`config.mk`:
```
export PLATFORM = sky130hd
export DESIGN_NAME = decoder38_scan_ctrl
export DESIGN_NICKNAME = d
export VERILOG_FILES = /design/src/rtl/decoder38_scan_ctrl.sv
export SDC_FILE = /design/constraint.sdc
export NUM_CORES = 1
export LEC_CHECK = 0
export CELL_PAD_IN_SITES_DETAIL_PLACEMENT = 1
export CELL_PAD_IN_SITES_GLOBAL_PLACEMENT = 2
export CORE_ASPECT_RATIO = 1.4
export CORE_MARGIN = 2
export CORE_UTILIZATION = 36
export CTS_BUF_LIST = sky130_fd_sc_hd__clkbuf_8 sky130_fd_sc_hd__clkbuf_16
export CTS_CLUSTER_SIZE = 40
export DETAILED_ROUTE_END_ITERATION = 7
export GPL_ROUTABILITY_DRIVEN = 0
export PLACE_DENSITY = 0.85
export SETUP_SLACK_MARGIN = 0.5
export SYNTH_ARGS = -nofsm -noshare
export SYNTH_HDL_FRONTEND = slang
export SYNTH_SLANG_ARGS = --single-unit
```
`constraint.sdc`:
```
create_clock -name clk -period 5.4 [get_ports clk]
set_input_delay 1.08 -clock clk [delete_from_list [all_inputs] [get_ports clk]]
set_output_delay 1.08 -clock clk [all_outputs]
set_load 0.02 [all_outputs]
```
`src/rtl/decoder38_scan_ctrl.sv`:
```
// decoder38_scan_ctrl: select-code sequencer for decoder38_vector.
// Steps the 3-bit code {in3,in2,in1} once every TICK_DIV clocks, up or down,
// wrapping mod 8. It runs either a single 8-code sweep or free-runs until stopped.
// Optional feature macro: SCAN_PAUSE_EN adds a 'pause' input that freezes the scan in RUN.
module decoder38_scan_ctrl #(
  parameter int unsigned TICK_DIV = 5,
  parameter int unsigned DIV_W    = 16
) (
  input  logic       clk,
  input  logic       rst_n,
  input  logic       start,
  input  logic       stop,
  input  logic       mode_sweep,
  input  logic       dir_up,
  input  logic       load_en,
  input  logic [2:0] load_code,
`ifdef SCAN_PAUSE_EN
  input  logic       pause,
`endif
  output logic       in1,
  output logic       in2,
  output logic       in3,
  output logic       step,
  output logic       busy,
  output logic       done
);

  typedef enum logic [1:0] {
    S_IDLE = 2'd0,
    S_RUN  = 2'd1,
    S_DONE = 2'd2
  } state_t;

  localparam logic [DIV_W-1:0] DIV_LAST = DIV_W'(TICK_DIV - 1);

  state_t           r_state;
  logic [2:0]       r_code;
  logic [DIV_W-1:0] r_div;
  logic [2:0]       r_steps;
  logic             r_sweep;
  logic             r_up;
  logic             r_step;
  logic             r_busy;
  logic             r_done;

  logic             w_tick;
  logic             w_pause;
  logic [2:0]       w_next_code;

`ifdef SCAN_PAUSE_EN
  assign w_pause = pause;
`else
  assign w_pause = 1'b0;
`endif

  // Divider terminal count and the next code in the latched direction (mod 8).
  always_comb begin
    w_tick      = (r_div == DIV_LAST);
    w_next_code = r_up ? (r_code + 3'd1) : (r_code - 3'd1);
  end

  // Scan FSM with registered code, step, busy and done.
  always_ff @(posedge clk) begin
    if (!rst_n) begin
      r_state <= S_IDLE;
      r_code  <= 3'b111;
      r_div   <= '0;
      r_steps <= '0;
      r_sweep <= 1'b0;
      r_up    <= 1'b0;
      r_step  <= 1'b0;
      r_busy  <= 1'b0;
      r_done  <= 1'b0;
    end else begin
      r_step <= 1'b0;
      r_done <= 1'b0;
      case (r_state)
        S_IDLE: begin
          if (start && !stop) begin
            r_code  <= load_en ? load_code : 3'b111;
            r_div   <= '0;
            r_steps <= '0;
            r_sweep <= mode_sweep;
            r_up    <= dir_up;
            r_step  <= 1'b1;
            r_busy  <= 1'b1;
            r_state <= S_RUN;
          end
        end
        S_RUN: begin
          // stop has priority over both pause and a same-cycle code step
          if (stop) begin
            r_busy  <= 1'b0;
            r_state <= S_IDLE;
          end else if (!w_pause) begin
            if (w_tick) begin
              r_div <= '0;
              // seven steps taken means the eighth code has now been held in full
              if (r_sweep && (r_steps == 3'd7)) begin
                r_busy  <= 1'b0;
                r_done  <= 1'b1;
                r_state <= S_DONE;
              end else begin
                r_code  <= w_next_code;
                r_steps <= r_steps + 3'd1;
                r_step  <= 1'b1;
              end
            end else begin
              r_div <= r_div + DIV_W'(1);
            end
          end
        end
        S_DONE: begin
          r_state <= S_IDLE;
        end
        default: begin
          r_state <= S_IDLE;
        end
      endcase
    end
  end

  assign {in3, in2, in1} = r_code;
  assign step            = r_step;
  assign busy            = r_busy;
  assign done            = r_done;

endmodule

```
Word-level counts from Yosys, hierarchy flattened
Cells that the tools add are included.
{ "word_totals": {"register_bits": 29, "output_inout_bits": 6, "in_bits": 10, "word_cells": 68} }
{ "op_classes": {"add_sub_neg": 4, "n_eq_ne": 9, "muxes": 32, "reduce_logical": 11, "n_bitwise": 3} }
{ "ops": {"columns": ["operator", "n"], "rows": [
  ["$mux 16", 3],
  ["$pmux 16 s2", 1],
  ["$mux 3", 10],
  ["$add 16x1->16 const B", 1],
  ["$eq 16x3->1 const B", 1],
  ["$pmux 3 s2", 2],
  ["$mux 1", 9],
  ["$mux 2", 4],
  ["$ne 2x2->1 const B", 4],
  ["$add 3x1->3 const B", 2],
  ["$ne 3x3->1 const B", 2],
  ["$reduce_and 3->1", 2],
  ["$reduce_and 5->1", 1],
  ["$pmux 1 s2", 2],
  ["$pmux 2 s2", 1],
  ["$reduce_and 4->1", 1],
  ["$reduce_or 4->1", 1],
  ["$eq 3x3->1 const B", 1],
  ["$not 1->1", 3],
  ["$sub 3x1->3 const B", 1],
  ["$eq 2x1->1 const B", 1],
  ["$logic_and 1x1->1", 2],
  ["$logic_not 2->1", 1],
  ["$reduce_and 2->1", 1],
  ["2 further kinds", 2]
]} }

Longest topological paths before layout
{ "logic_depth": {"word_depth": 6, "mapped_depth": 7, "mapped_depth_nobuf": 6} }

Worst setup path after synthesis
OpenSTA, ideal clock, no wires.
{ "synth_path": {"path_kind": "input-to-reg", "from": "input stop", "to": "register r_div[15]", "slack_ns": 2.762, "arrival_ns": 2.568, "required_ns": 5.329, "path_stages": 5, "cell_sequence": "or2_4 -> or4_4 -> buf_6 -> or4_1 -> a21oi_1"} }
{ "synth_between": {"elab_chain_len": 4, "word_cells_on_any_way": 5, "cone_classes": "eq/ne: 2; reduce/logical: 3"} }
{ "synth_lines": {"columns": ["item", "line", "text"], "rows": [
  ["from (decl)", "12", "input logic stop,"],
  ["$logic_not 1->1", "79", "if (start && !stop) begin"],
  ["$logic_and 1x1->1", "79", null],
  ["$ne 2x2->1 (no line)", null, null],
  ["$reduce_and 3->1 (no line) *", null, null],
  ["to (signal assigned)", "109", "r_div <= r_div + DIV_W'(1);"],
  ["to (decl)", "38", "logic [DIV_W-1:0] r_div;"]
]} }
Mark *: on every way between the ends. The rest lies on a longest branch, timed or not.
A chain may end at the register's enable or synchronous reset.

Worst setup path after layout
{ "layout_path": {"from": "input stop", "to": "register r_div[3]"} }
The elaborated chain is that of the path after synthesis.

==> summary.md <==
| Metric | Value |
|---|---|
| Outcome | `finished, final reports clean` |
| Most common cell after layout, fill and taps aside | `dfxtp_1` |
| Residual DRC | `0` |
| CTS tree | `yes` |
| Final slew viol count | `0` |
| Worst Tran Pin Value | `1.14 ns` |
| Startpoint types | `input pin` |
| Hold_buf cts | `0` |
| DP Area | `1640 µm²` |
| Root buf cell | `clkbuf_8` |
| Period utilization | `0.543` |
| WP data arrival | `3.05 ns` |
| Main flop type after synthesis | `dfxtp_1` |
| Power, Total | `447 µW` |
| Distinct cells, synth | `39` |
| Post-Synthesis Cells | `167` |
| Synth top area share | `0.398` |
| Fin crit period | `2.93 ns` |
| RSZ-0062 raised after global routing | `no` |
| GR Overflow Total | `0` |
| Mapped Area | `1460 µm²` |
| Setup TNS | `0 ns` |
| Number of setup violations in the final report | `0` |
| Fin Clk Skew | `0.00831 ns` |
| Vias per cell | `5.84` |
| H-tree Lvls | `2` |
| Syn-to-layout area delta | `18.8%` |
| Synthesized flop and latch total | `29` |
| # IOs | `16` |
| Full die area | `4580 µm²` |
| Initial antenna violation count | `0` |
| Buffers on Ports | `15` |
| Ys Warns | `0` |
| First-pass GRT wire length | `6.41 mm` |
| Die Wd | `57.8 µm` |
| Type of the worst min-delay path | `reg -> reg` |
| Die H | `79.3 µm` |
| Syn Area/Cell | `8.73 µm²` |
| WP data required | `5.52 ns` |
| Max-slew headroom | `0.237` |
| Rows | `27` |
| HPWL after DPL | `2.90 mm` |
| Post-synth net total | `182` |
| Vias in the first global route | `1,395` |
| DRT Wirelength | `3.79 mm` |
| Ranking of synthesized cells by area | `dfxtp_1, xnor2_1, a21oi_1` |
| Peak VDD IR | `0.000161 V` |
| Kind of end point of the critical path | `register` |
| WL per Instance | `16.6 µm` |
| GRT Resource Usage Total | `0.185` |
| DRT antenna net count | `0` |
| Dominant cell type by area after synthesis | `dfxtp_1` |
| DR vias | `1,331` |
| Crit Path Category | `in -> reg` |
| Largest net degree at the start of global routing | `17` |
| Clock transition at path regs | `0.06 ns` |
| Longest Clk Path Bufs | `2` |
| Number of antenna diodes | `0` |
| Hold slack | `0.480 ns` |
| CTS sink cnt | `29` |
| Asr flop ratio synth | `0` |
| Final hold viol count | `0` |
| # nets final | `200` |
| Core area | `3920 µm²` |
| Sequential share of the synthesized area | `0.398` |
| Dpl cells | `221` |
| Crit path max fanout | `16` |
| Pre-antenna DRT Iters | `4` |
| Cell area after layout | `1730 µm²` |
| # Post-CTS Setup Buffers | `0` |
| Power Density | `258 nW/µm²` |
| Starting Density | `0.372` |
| Max Cap Viol | `0` |
| Clock Latency Late Sink | `0.28 ns` |
| Cell leakage power | `0.548 nW` |
| Commonest cells after routing, fill and taps aside | `dfxtp_1, clkdlybuf4s50_1, a21oi_1` |
| FMAX | `0.341 GHz` |
| Number of flops mapped to enable cells by yosys | `0` |
| Total CTS buffers | `5` |
| Layout cells sized above 1 | `0.0649` |
| Layout Cells excl Fill | `228` |
| Initial drt markers | `14` |
| CTS resizes | `0` |
==> per-layer routing <==
metal | routed length [µm] | track usage
met5 | 0 | 0
met4 | 170 | 0.116
met3 | 101 | 0.0375
met2 | 2010 | 0.331
met1 | 1500 | 0.191
==> kinds of logic after synthesis <==
kind of cell	after synthesis	share of synthesized area
xor+xnor	9	0.0541
simple gates	71	0.285
buf+inv	11	0.0335
compound gates	42	0.181
flops	29	0.398
fa+ha+maj	5	0.0481
==> metrics by stage <==
stage	setup slack [ns]	util
2_1_floorplan	2.76	-
3_3_place_gp	2.00	0.418
3_5_place_dp	1.91	0.418
4_1_cts	2.21	0.440
5_1_grt	2.14	0.442
6_report	2.47	0.442
==> Yosys cell counts (2+ instances only) <==
cell      number
dfxtp_1       29
a21oi_1       13
nand2_1       11
nor2_1        10
o21ai_0        8
xnor2_1        8
inv_1          7
o211ai_1       7
nand4_1        6
nand3_1        5
o31ai_1        5
or4_1          5
a21boi_0       4
ha_1           4
nand3b_1       4
nor3_1         4
nor4_1         4
or3_1          4
and2_1         3
clkbuf_1       3
nor4b_1        3
nor2b_1        2
or2_2          2
==> flip-flops by register name, indices dropped and copies added (netlist names) <==
| signal | cells |
|---|---|
| busy | 1 |
| done | 1 |
| r_code | 3 |
| r_div | 16 |
| r_state | 2 |
| r_steps | 3 |
| r_sweep | 1 |
| r_up | 1 |
| step | 1 |
==> power breakdown <==
part           internal [mW]  switching [mW]  total (mW)  leakage, nW
Clock                 0.0991          0.0832       0.182       0.0485
Combinational         0.0197          0.0234      0.0431        0.265
Sequential             0.218         0.00399       0.222        0.235
Total                  0.337           0.111       0.447        0.548
==> critical path, cell delays in order <==
cell	delay (ns)
clkdlybuf4s50_1	0.49
nor2_1	0.28
nand2_1	0.17
o21ai_1	0.92
nor2_1	0.11
==> path summary, 6_finish.rpt <==
check	slack, ns	startpoint	end	depth (start not counted)
min	0.48	r_div[15]	r_div[15]	2
min reg2reg	0.48	r_div[15]	r_div[15]	2
max reg2reg	2.96	r_div[0]	r_div[3]	6
max	2.47	stop	r_div[3]	5
==> cell type report <==
class | instances | area (µm²)
Timing Repair Buffer | 15 | 150
Tap cell | 43 | 53.8
Fill cell | 477 | 2190
Sequential cell | 29 | 581
Clock buffer | 6 | 82.6
Multi-Input combinational cell | 127 | 835
Inverter | 7 | 26.3
Clock inverter | 1 | 3.75
Note: power is estimated with default switching activity, not from simulation.
